===== src/rtl/pcap_word_packer_if.sv =====
`default_nettype none
// ============================================================================
//  Module      : pcap_word_packer_if
//  Description : Bundles the byte-side and beat-side signals of the pcap word
//                packer.
//                slave  - the packer: consumes bytes, produces beats.
//                master - the environment: byte source plus beat sink.
//  Signals     : in_valid/in_data/in_pktcount/in_flush - byte source side
//                pause                                 - backpressure to source
//                out_valid/out_ready/out_data/out_keep/
//                out_sop/out_eop                       - packed beat stream
//  Revision    : 1.0 - initial release
// ============================================================================
interface pcap_word_packer_if #(
    parameter int BYTES = 4
) ();
    logic                 in_valid;
    logic [7:0]           in_data;
    logic [7:0]           in_pktcount;
    logic                 in_flush;
    logic                 pause;
    logic                 out_valid;
    logic                 out_ready;
    logic [8*BYTES-1:0]   out_data;
    logic [BYTES-1:0]     out_keep;
    logic                 out_sop;
    logic                 out_eop;

    modport slave (
        input  in_valid, in_data, in_pktcount, in_flush, out_ready,
        output pause, out_valid, out_data, out_keep, out_sop, out_eop
    );

    modport master (
        output in_valid, in_data, in_pktcount, in_flush, out_ready,
        input  pause, out_valid, out_data, out_keep, out_sop, out_eop
    );
endinterface
`default_nettype wire


===== src/rtl/pcap_word_packer.sv =====
`default_nettype none
// ============================================================================
//  Module      : pcap_word_packer
//  Description : Packs a pcap byte stream into BYTES-wide beats with keep,
//                sop and eop. A beat is closed by the next accepted byte
//                (full accumulator or packet change) or by in_flush, and
//                appears on the output register one cycle later.
//  Ports       : CLOCK - single clock, rising edge
//                RESET - asynchronous active-high reset
//                bus   - pcap_word_packer_if.slave (byte in, beat out)
//                stat_pkts/stat_bytes - only with PCAP_PACKER_STATS_EN
//  Options     : `define PCAP_PACKER_STATS_EN adds emitted packet/byte counters
//  Revision    : 1.0 - initial release
// ============================================================================
module pcap_word_packer #(
    parameter int BYTES = 4
) (
    input  wire logic           CLOCK,
    input  wire logic           RESET,
    pcap_word_packer_if.slave   bus
`ifdef PCAP_PACKER_STATS_EN
    ,
    output logic [15:0]         stat_pkts,
    output logic [31:0]         stat_bytes
`endif
);
    localparam int                 c_cnt_w = $clog2(BYTES + 1);
    localparam logic [c_cnt_w-1:0] c_full  = c_cnt_w'(BYTES);

    logic [8*BYTES-1:0] r_acc;
    logic [c_cnt_w-1:0] r_cnt;
    logic               r_acc_sop;   // accumulator holds first beat of packet
    logic               r_pkt_open;
    logic [7:0]         r_pkt_id;

    logic               w_pause;
    logic               w_accept;
    logic               w_new_pkt;
    logic               w_acc_busy;
    logic               w_emit_byte;
    logic               w_emit_flush;
    logic               w_load;
    logic [8*BYTES-1:0] w_acc_ins;
    logic [BYTES-1:0]   w_keep;

    assign w_pause      = bus.out_valid & ~bus.out_ready;
    assign bus.pause    = w_pause;
    assign w_accept     = bus.in_valid & ~w_pause;
    // Inequality only: a 255->0 pktcount wrap still opens a new packet.
    assign w_new_pkt    = ~r_pkt_open | (bus.in_pktcount != r_pkt_id);
    assign w_acc_busy   = (r_cnt != '0);
    // A full accumulator waits for the next byte so its eop is known.
    assign w_emit_byte  = w_accept & w_acc_busy & ((r_cnt == c_full) | w_new_pkt);
    assign w_emit_flush = bus.in_flush & ~w_accept & w_acc_busy & ~w_pause;
    assign w_load       = w_emit_byte | w_emit_flush;

    // Byte inserted at the next free lane, and keep mask of current contents.
    always_comb begin
        w_acc_ins = r_acc;
        w_keep    = '0;
        for (int i = 0; i < BYTES; i++) begin
            if (c_cnt_w'(i) == r_cnt) w_acc_ins[8*i +: 8] = bus.in_data;
            if (c_cnt_w'(i) <  r_cnt) w_keep[i] = 1'b1;
        end
    end

    always_ff @(posedge CLOCK or posedge RESET) begin
        if (RESET) begin
            bus.out_valid <= 1'b0;
            bus.out_data  <= '0;
            bus.out_keep  <= '0;
            bus.out_sop   <= 1'b0;
            bus.out_eop   <= 1'b0;
            r_acc         <= '0;
            r_cnt         <= '0;
            r_acc_sop     <= 1'b0;
            r_pkt_open    <= 1'b0;
            r_pkt_id      <= '0;
        end else begin
            // Loading only happens when pause is low, so the output
            // register is either empty or being consumed this edge.
            if (w_load) begin
                bus.out_valid <= 1'b1;
                bus.out_data  <= r_acc;
                bus.out_keep  <= w_keep;
                bus.out_sop   <= r_acc_sop;
                bus.out_eop   <= w_emit_flush | w_new_pkt;
            end else if (bus.out_ready) begin
                bus.out_valid <= 1'b0;
            end

            if (w_accept) begin
                if (w_emit_byte) begin
                    r_acc     <= (8*BYTES)'(bus.in_data);
                    r_cnt     <= c_cnt_w'(1);
                    r_acc_sop <= w_new_pkt;
                end else begin
                    r_acc <= w_acc_ins;
                    r_cnt <= r_cnt + c_cnt_w'(1);
                    if (!w_acc_busy) r_acc_sop <= 1'b1;
                end
                r_pkt_id   <= bus.in_pktcount;
                r_pkt_open <= 1'b1;
            end else if (w_emit_flush) begin
                r_acc      <= '0;
                r_cnt      <= '0;
                r_acc_sop  <= 1'b0;
                r_pkt_open <= 1'b0;
            end
        end
    end

`ifdef PCAP_PACKER_STATS_EN
    always_ff @(posedge CLOCK or posedge RESET) begin
        if (RESET) begin
            stat_pkts  <= '0;
            stat_bytes <= '0;
        end else if (w_load) begin
            if (w_emit_flush | w_new_pkt) stat_pkts <= stat_pkts + 16'd1;
            stat_bytes <= stat_bytes + 32'(r_cnt);
        end
    end
`endif
endmodule
`default_nettype wire

===== src/flat_wrapper.sv =====
// flat-port wrapper written by rule: the top's interface ports become plain ports
module pcap_word_packer_flat 
#(
    parameter int BYTES = 4
)
  (CLOCK, RESET, bus_in_valid, bus_in_data, bus_in_pktcount, bus_in_flush, bus_out_ready, bus_pause, bus_out_valid, bus_out_data, bus_out_keep, bus_out_sop, bus_out_eop);
  pcap_word_packer_if #(.BYTES(BYTES)) bus_i ();
  input  wire logic CLOCK;
  input  wire logic RESET;
  input wire logic [$bits(bus_i.in_valid)-1:0] bus_in_valid;
  input wire logic [$bits(bus_i.in_data)-1:0] bus_in_data;
  input wire logic [$bits(bus_i.in_pktcount)-1:0] bus_in_pktcount;
  input wire logic [$bits(bus_i.in_flush)-1:0] bus_in_flush;
  input wire logic [$bits(bus_i.out_ready)-1:0] bus_out_ready;
  output wire logic [$bits(bus_i.pause)-1:0] bus_pause;
  output wire logic [$bits(bus_i.out_valid)-1:0] bus_out_valid;
  output wire logic [$bits(bus_i.out_data)-1:0] bus_out_data;
  output wire logic [$bits(bus_i.out_keep)-1:0] bus_out_keep;
  output wire logic [$bits(bus_i.out_sop)-1:0] bus_out_sop;
  output wire logic [$bits(bus_i.out_eop)-1:0] bus_out_eop;
  assign bus_i.in_valid = bus_in_valid;
  assign bus_i.in_data = bus_in_data;
  assign bus_i.in_pktcount = bus_in_pktcount;
  assign bus_i.in_flush = bus_in_flush;
  assign bus_i.out_ready = bus_out_ready;
  assign bus_pause = bus_i.pause;
  assign bus_out_valid = bus_i.out_valid;
  assign bus_out_data = bus_i.out_data;
  assign bus_out_keep = bus_i.out_keep;
  assign bus_out_sop = bus_i.out_sop;
  assign bus_out_eop = bus_i.out_eop;
  pcap_word_packer #(.BYTES(BYTES)) u_core (.CLOCK(CLOCK), .RESET(RESET), .bus(bus_i));
endmodule

===== config.mk =====
export PLATFORM = sky130hd
export DESIGN_NAME = pcap_word_packer_flat
export DESIGN_NICKNAME = d
export VERILOG_FILES = /design/src/rtl/pcap_word_packer_if.sv /design/src/rtl/pcap_word_packer.sv /design/src/flat_wrapper.sv
export SDC_FILE = /design/constraint.sdc
export NUM_CORES = 1
export LEC_CHECK = 0
export BUFFER_PORTS_ARGS = -buffer_cell sky130_fd_sc_hd__buf_2
export CORE_MARGIN = 1.5
export CORE_UTILIZATION = 40
export CTS_CLUSTER_DIAMETER = 30
export CTS_CLUSTER_SIZE = 8
export DETAILED_ROUTE_END_ITERATION = 10
export GPL_TIMING_DRIVEN = 0
export HOLD_SLACK_MARGIN = 0.02
export PLACE_DENSITY_LB_ADDON = 0.3
export RECOVER_POWER = 100
export SYNTH_ARGS = -nofsm -noshare
export SYNTH_HDL_FRONTEND = slang
export SYNTH_SLANG_ARGS = --single-unit

===== constraint.sdc =====
create_clock -name CLOCK -period 5.3 [get_ports CLOCK]
set_input_delay 0.265 -clock CLOCK [delete_from_list [all_inputs] [get_ports CLOCK]]
set_output_delay 0.265 -clock CLOCK [all_outputs]
set_load 0.01 [all_outputs]

Word level (Yosys, flattened, before mapping)
Index checks and enable logic that the tools add are counted.
{ "classes": {"add_sub_neg": 1, "magnitude_cmp": 4, "eq_ne": 10, "mux": 21, "bitwise_logic": 15, "reduce_logical": 9} }
{ "ops": {"columns": ["cell", "n"], "rows": [
  ["$mux 32", 3],
  ["$mux 8", 4],
  ["$ne 3x3->1 const B", 5],
  ["$mux 1", 11],
  ["$reduce_and 2->1", 5],
  ["$mux 3", 3],
  ["$ne 8x8->1", 1],
  ["$and 1x1->1", 7],
  ["$eq 2x3->1 const A", 2],
  ["$lt 1x3->1 const A", 2],
  ["$lt 2x3->1 const A", 2],
  ["$not 1->1", 4],
  ["$or 1x1->1", 4],
  ["$reduce_bool 2->1", 2],
  ["$add 3x1->3 const B", 1],
  ["$eq 1x3->1 const A", 1],
  ["$eq 3x3->1 const B", 1],
  ["$logic_not 3->1", 1],
  ["$reduce_bool 3->1", 1]
]} }
{ "word_totals": {"register_bits": 84, "input_bits": 21, "output_inout_bits": 40, "wordCells": 73} }

Depth between registers and ports, before layout
{ "depth": {"depth_word": 10, "mapped_depth": 10, "depth_no_buf": 7} }

Worst setup path after synthesis
Ideal clock, no wire load.
{ "synth_path": {"path_type": "reg-to-reg", "startpoint": "reg u_core.r_cnt[1]", "endpoint": "reg u_core.bus.out_data[10]", "setup_time_ps": 127, "t_arrival_ps": 2118, "required_ps": 5173, "setup_slack_ps": 3055, "stages_incl_launch_ff": 11, "n_path_buf": 4, "period_less_slack_ps": 2245, "path_cell_list": "dfrtp_1 > clkbuf_1 > inv_1 > ha_1 > buf_2 > a21o_1 > nor4_4 > or2_1 > buf_4 > buf_6 > mux2_1"} }
{ "synth_between": {"elab_chain_cells": 4, "word_cells_on_any_way": 8, "cone_classes": "eq/ne: 1; bitwise: 6; reduce/logical: 1"} }
{ "synth_rtl": {"columns": ["element", "line_no", "text"], "rows": [
  ["start: declaration", "pcap_word_packer.sv:31", "logic [c_cnt_w-1:0] r_cnt;"],
  ["start signal: assignment", "pcap_word_packer.sv:95", "r_cnt <= c_cnt_w'(1);"],
  ["start signal: assignment", "pcap_word_packer.sv:99", "r_cnt <= r_cnt + c_cnt_w'(1);"],
  ["$eq 3x3->1 / $reduce_bool 3->1 (equally long branches)", "pcap_word_packer.sv:53, pcap_word_packer.sv:51", null],
  ["$or 1x1->1, or another cell as far along", "pcap_word_packer.sv:53", "assign w_emit_byte = w_accept & w_acc_busy & ((r_cnt == c_full) | w_new_pkt);"],
  ["$and 1x1->1 (on tied branches)", "pcap_word_packer.sv:53, pcap_word_packer.sv:54", null],
  ["$or 1x1->1 *", "pcap_word_packer.sv:55", "assign w_load = w_emit_byte | w_emit_flush;"],
  ["end signal: assignment", "pcap_word_packer.sv:84", "bus.out_data <= r_acc;"],
  ["end: declaration", "pcap_word_packer_if.sv:31", "output pause, out_valid, out_data, out_keep, out_sop, out_eop"]
]} }
Every way passes the cells marked *; elsewhere a longest branch is shown, timed or not.
A chain may end at the register's enable or synchronous reset.

Worst setup path after layout
{ "layout_path": {"startpoint": "reg u_core.r_cnt[1]", "endpoint": "reg u_core.bus.out_data[21]"} }
Same word-level chain as after synthesis.

==> impl_metrics.sql <==
INSERT INTO impl_metrics (metric_group, metric, value, unit) VALUES
('clock_network', 'clock_network_latency_to_the_later_pin_of_the_worst_skew_pair', '370', 'ps'),
('clock_network', 'clock-sinks', '84', ''),
('sta', 'rsz0062_at_grt', 'false', ''),
('worst_setup_path', 'critPathArrivalTime', '3530', 'ps'),
('clock_network', 'ctsLongestPathBuffers', '2', ''),
('route', 'dr.pass1.iters', '4', ''),
('clock_network', 'cts.clk_slew.worst_paths', '90', 'ps'),
('die', 'initial_utilization', '0.420', ''),
('clock_network', 'cts_buffers', '9', ''),
('yosys', 'number_of_synthesized_flops_with_an_enable_pin', '0', ''),
('route', 'drtIter0Drc', '119', ''),
('die', 'fp.dieArea', '0.00933', 'sq mm'),
('clock_network', 'h-tree-depth', '3', ''),
('power_and_ir_drop', 'pwr-share-seq', '0.464', ''),
('sta', 'report.final.hold_viol_count', '0', ''),
('finish', 'area_growth', '15.8', '%'),
('global_route', 'grt_pass1_wl', '11800', 'um'),
('clock_network', 'cts-root-buf', 'clkbuf_8', ''),
('yosys', 'ys_async_sr_fraction', '1.00', ''),
('global_route', 'grt-ovfl-total', '0', ''),
('power_and_ir_drop', 'power_switching', '0.746', 'mW'),
('finish', 'finish.utilization', '0.486', ''),
('placed_design', 'post-dp-hpwl', '5170', 'um'),
('placed_design', 'portBuffers', '60', ''),
('yosys', 'yosys_register_bits', '84', ''),
('power_and_ir_drop', 'power.density', '495', 'mW/mm^2'),
('route', 'routed-via-count', '2450', ''),
('finish', 'top_library_cells_by_usage_in_the_layout_fill_and_taps_aside', 'dfrtp_1, clkbuf_1, nand2_1', ''),
('route', 'avgRoutedWirePerCell', '15.7', 'um'),
('yosys', 'netlist_instances', '280', ''),
('power_and_ir_drop', 'p_comb_frac', '0.316', ''),
('clock_network', 'cts_tree', 'done', ''),
('die', 'rows', '33', ''),
('job', 'max_cap_viol_count', '1', ''),
('worst_setup_path', 'crit_path_max_fanout', '10', ''),
('sta', 'timing.setup.tns', '0', 'ps'),
('worst_setup_path', 'end_kind', 'flop', ''),
('global_route', 'grt_antenna_before_repair', '0', ''),
('yosys', 'ys.flop_type', 'dfrtp_1', ''),
('global_route', 'maximum_number_of_pins_on_one_net_before_global_route_repair', '46', ''),
('worst_setup_path', 'required', '5550', 'ps'),
('worst_setup_path', 'critical_path.startpoint_type', 'flop', ''),
('yosys', 'synthesis.yosys.warnings', '0', ''),
('yosys', 'yosysSeqAreaShare', '0.600', ''),
('die', 'coreArea', '0.00834', 'sq mm'),
('die', 'io_pins', '61', ''),
('global_route', 'via_count_of_the_first_global_routing_pass', '2341', ''),
('sta', 'slew-limit-headroom', '-0.175', ''),
('worst_setup_path', 'setup_cp_type', 'flop to flop', ''),
('die', 'die_width', '96.6', 'um'),
('placed_design', 'finalWeightedCongestion', '0.855', ''),
('sta', 'worstMarginPinSlew', '1750', 'ps'),
('clock_network', 'cts.repair_timing.setup_buffer_count', '0', ''),
('finish', 'layout-drive-gt1-share', '0.128', ''),
('yosys', 'synth_area', '0.00350', 'sq mm'),
('worst_hold_path', 'hold_class', 'input pin to flop', ''),
('sta', 'fin_crit_sh', '0.620', ''),
('power_and_ir_drop', 'power.static_leakage', '1.86', 'nW'),
('yosys', 'syn-num-nets', '304', ''),
('power_and_ir_drop', 'cellInternalPower', '1.26', 'mW'),
('sta', 'final_min_period', '3280', 'ps'),
('finish', 'final_net_count', '377', ''),
('sta', 'max_freq', '0.305', 'GHz'),
('sta', 'setup_viol', '0', ''),
('route', 'antenna_left', '0', ''),
('finish', 'layout.cells.most_common', 'dfrtp_1', ''),
('finish', 'n_antenna_cell', '0', ''),
('yosys', 'synthesis.area_per_instance', '12.5', 'sq um'),
('global_route', 'grtUsageTotal', '0.172', ''),
('run_status', 'failing_checks', 'max-capacitance violations, max-slew violations', ''),
('power_and_ir_drop', 'power.share.switching', '0.371', ''),
('sta', 'clock-skew-final', '14.3', 'ps'),
('yosys', 'post_synth_num_cell_types', '37', ''),
('power_and_ir_drop', 'power.share.clock', '0.220', ''),
('route', 'drc_errors', '0', ''),
('die', 'die_height', '96.6', 'um'),
('route', 'drt-vias-per-instance', '5.29', ''),
('power_and_ir_drop', 'worst_ir_drop_vdd', '0.144', 'mV'),
('sta', 'maxSlewViolCount', '40', ''),
('route', 'wire_length_after_detailed_routing', '7250', 'um'),
('run_status', 'outcome', 'complete, but fails checks', '');
[cell families (layout without fill, tap and decap cells)]
kind of cell	count (synthesis)	count (layout)	synth area share
adders and majority gates	3	3	0.0107
muxes	33	33	0.106
xor gates and xnor gates	8	8	0.0200
and+or+nand+nor	72	72	0.101
AOI/OAI and AO/OA	62	62	0.133
buffers and inverters	18	96	0.0293
DFF	84	84	0.600
[what timing repair did]
| item | in CTS | in global routing |
|---|---|---|
| resized for setup | 0 | 0 |
| hold buffers | 1 | 0 |
| hold endpoints to repair | 39 | 0 |
[synth_stat cells, types with 4 or more instances]
library cell | n | area share
a21oi_1 | 6 | 0.0086
buf_6 | 4 | 0.013
clkbuf_1 | 7 | 0.0075
dfrtp_1 | 84 | 0.60
inv_1 | 4 | 0.0043
mux2_1 | 26 | 0.084
mux2_2 | 7 | 0.023
nand2_1 | 41 | 0.044
nor2_1 | 6 | 0.0064
o211ai_1 | 4 | 0.0086
o21ai_0 | 10 | 0.014
o2bb2ai_1 | 32 | 0.080
xnor2_1 | 8 | 0.020
[worst max-delay path, cell delays in order, from the launching register on]
cell and delay (ps):
dfrtp_1 390, clkbuf_1 280, inv_1 80, ha_1 180, clkbuf_1 220, a21o_1 210, nor4_1 610, or2_1 180
clkbuf_1 170, clkbuf_1 470, mux2_1 380
[power by group through the flow]
| stage | sequential, mW | combinational, mW | clock (mW) |
|---|---|---|---|
| finish | 0.933 | 0.635 | 0.441 |
| global route | 0.957 | 0.725 | 0.480 |
| CTS | 0.932 | 0.704 | 0.454 |
| detailed placement | 0.945 | 0.701 | 0 |
| global placement | 0.940 | 0.689 | 0 |
| floorplan | 0.971 | 0.435 | 0 |
[worst paths after layout]
check                                   startpoint                 endpoint  slack, ps  cells after the start
worst max-delay path               u_core.r_cnt[1]  u_core.bus.out_data[21]       2020                     10
worst min-delay path            bus_in_pktcount[5]       u_core.r_pkt_id[5]        120                      3
worst max register to register     u_core.r_cnt[1]  u_core.bus.out_data[21]       2020                     10
worst min register to register    u_core.r_acc[19]         u_core.r_acc[19]        490                      1
max in group asynchronous                    RESET          u_core.r_acc[5]       3550                      4
min in group asynchronous                    RESET  u_core.bus.out_data[25]        880                      3
[through the flow]
step	instance area, sq um	setup WS (ps)	instances	hold WS [ps]	total power, mW
6_report	4060	2020	463	120	2.01
5_1_grt	4060	1640	463	129	2.16
4_1_cts	4160	2740	463	103	2.09
3_5_place_dp	3960	2750	446	341	1.65
3_3_place_gp	3940	1930	445	463	1.63
2_1_floorplan	3500	2870	280	370	1.41
[sequential cells by signal, indices dropped and copies added, names as in the netlist]
register              count
u_core.bus.out_eop        1
u_core.r_acc             32
u_core.bus.out_data      32
u_core.r_pkt_id           8
u_core.bus.out_sop        1
u_core.bus.out_keep       4
u_core.r_cnt              3
u_core.r_pkt_open         1
u_core.bus.out_valid      1
u_core.r_acc_sop          1
[per-layer routing]
metal	track usage	vias up	part of all wire
met5	0	-	0
met3	0.0477	9	0.051
met2	0.265	58	0.45
li1	-	1166	-
met1	0.230	1217	0.48
met4	0.0664	0	0.021
[area by class of cell]
class	instances	area (sq um)
timing repair buffer	62	282
sequential	84	2100
clock buffer	9	124
fill	802	4290
inverter	4	16.3
clock inverter	7	63.8
buffer	14	52.6
tap	105	131
multi-input combinational	178	1280
(Power assumes the default switching activity.)
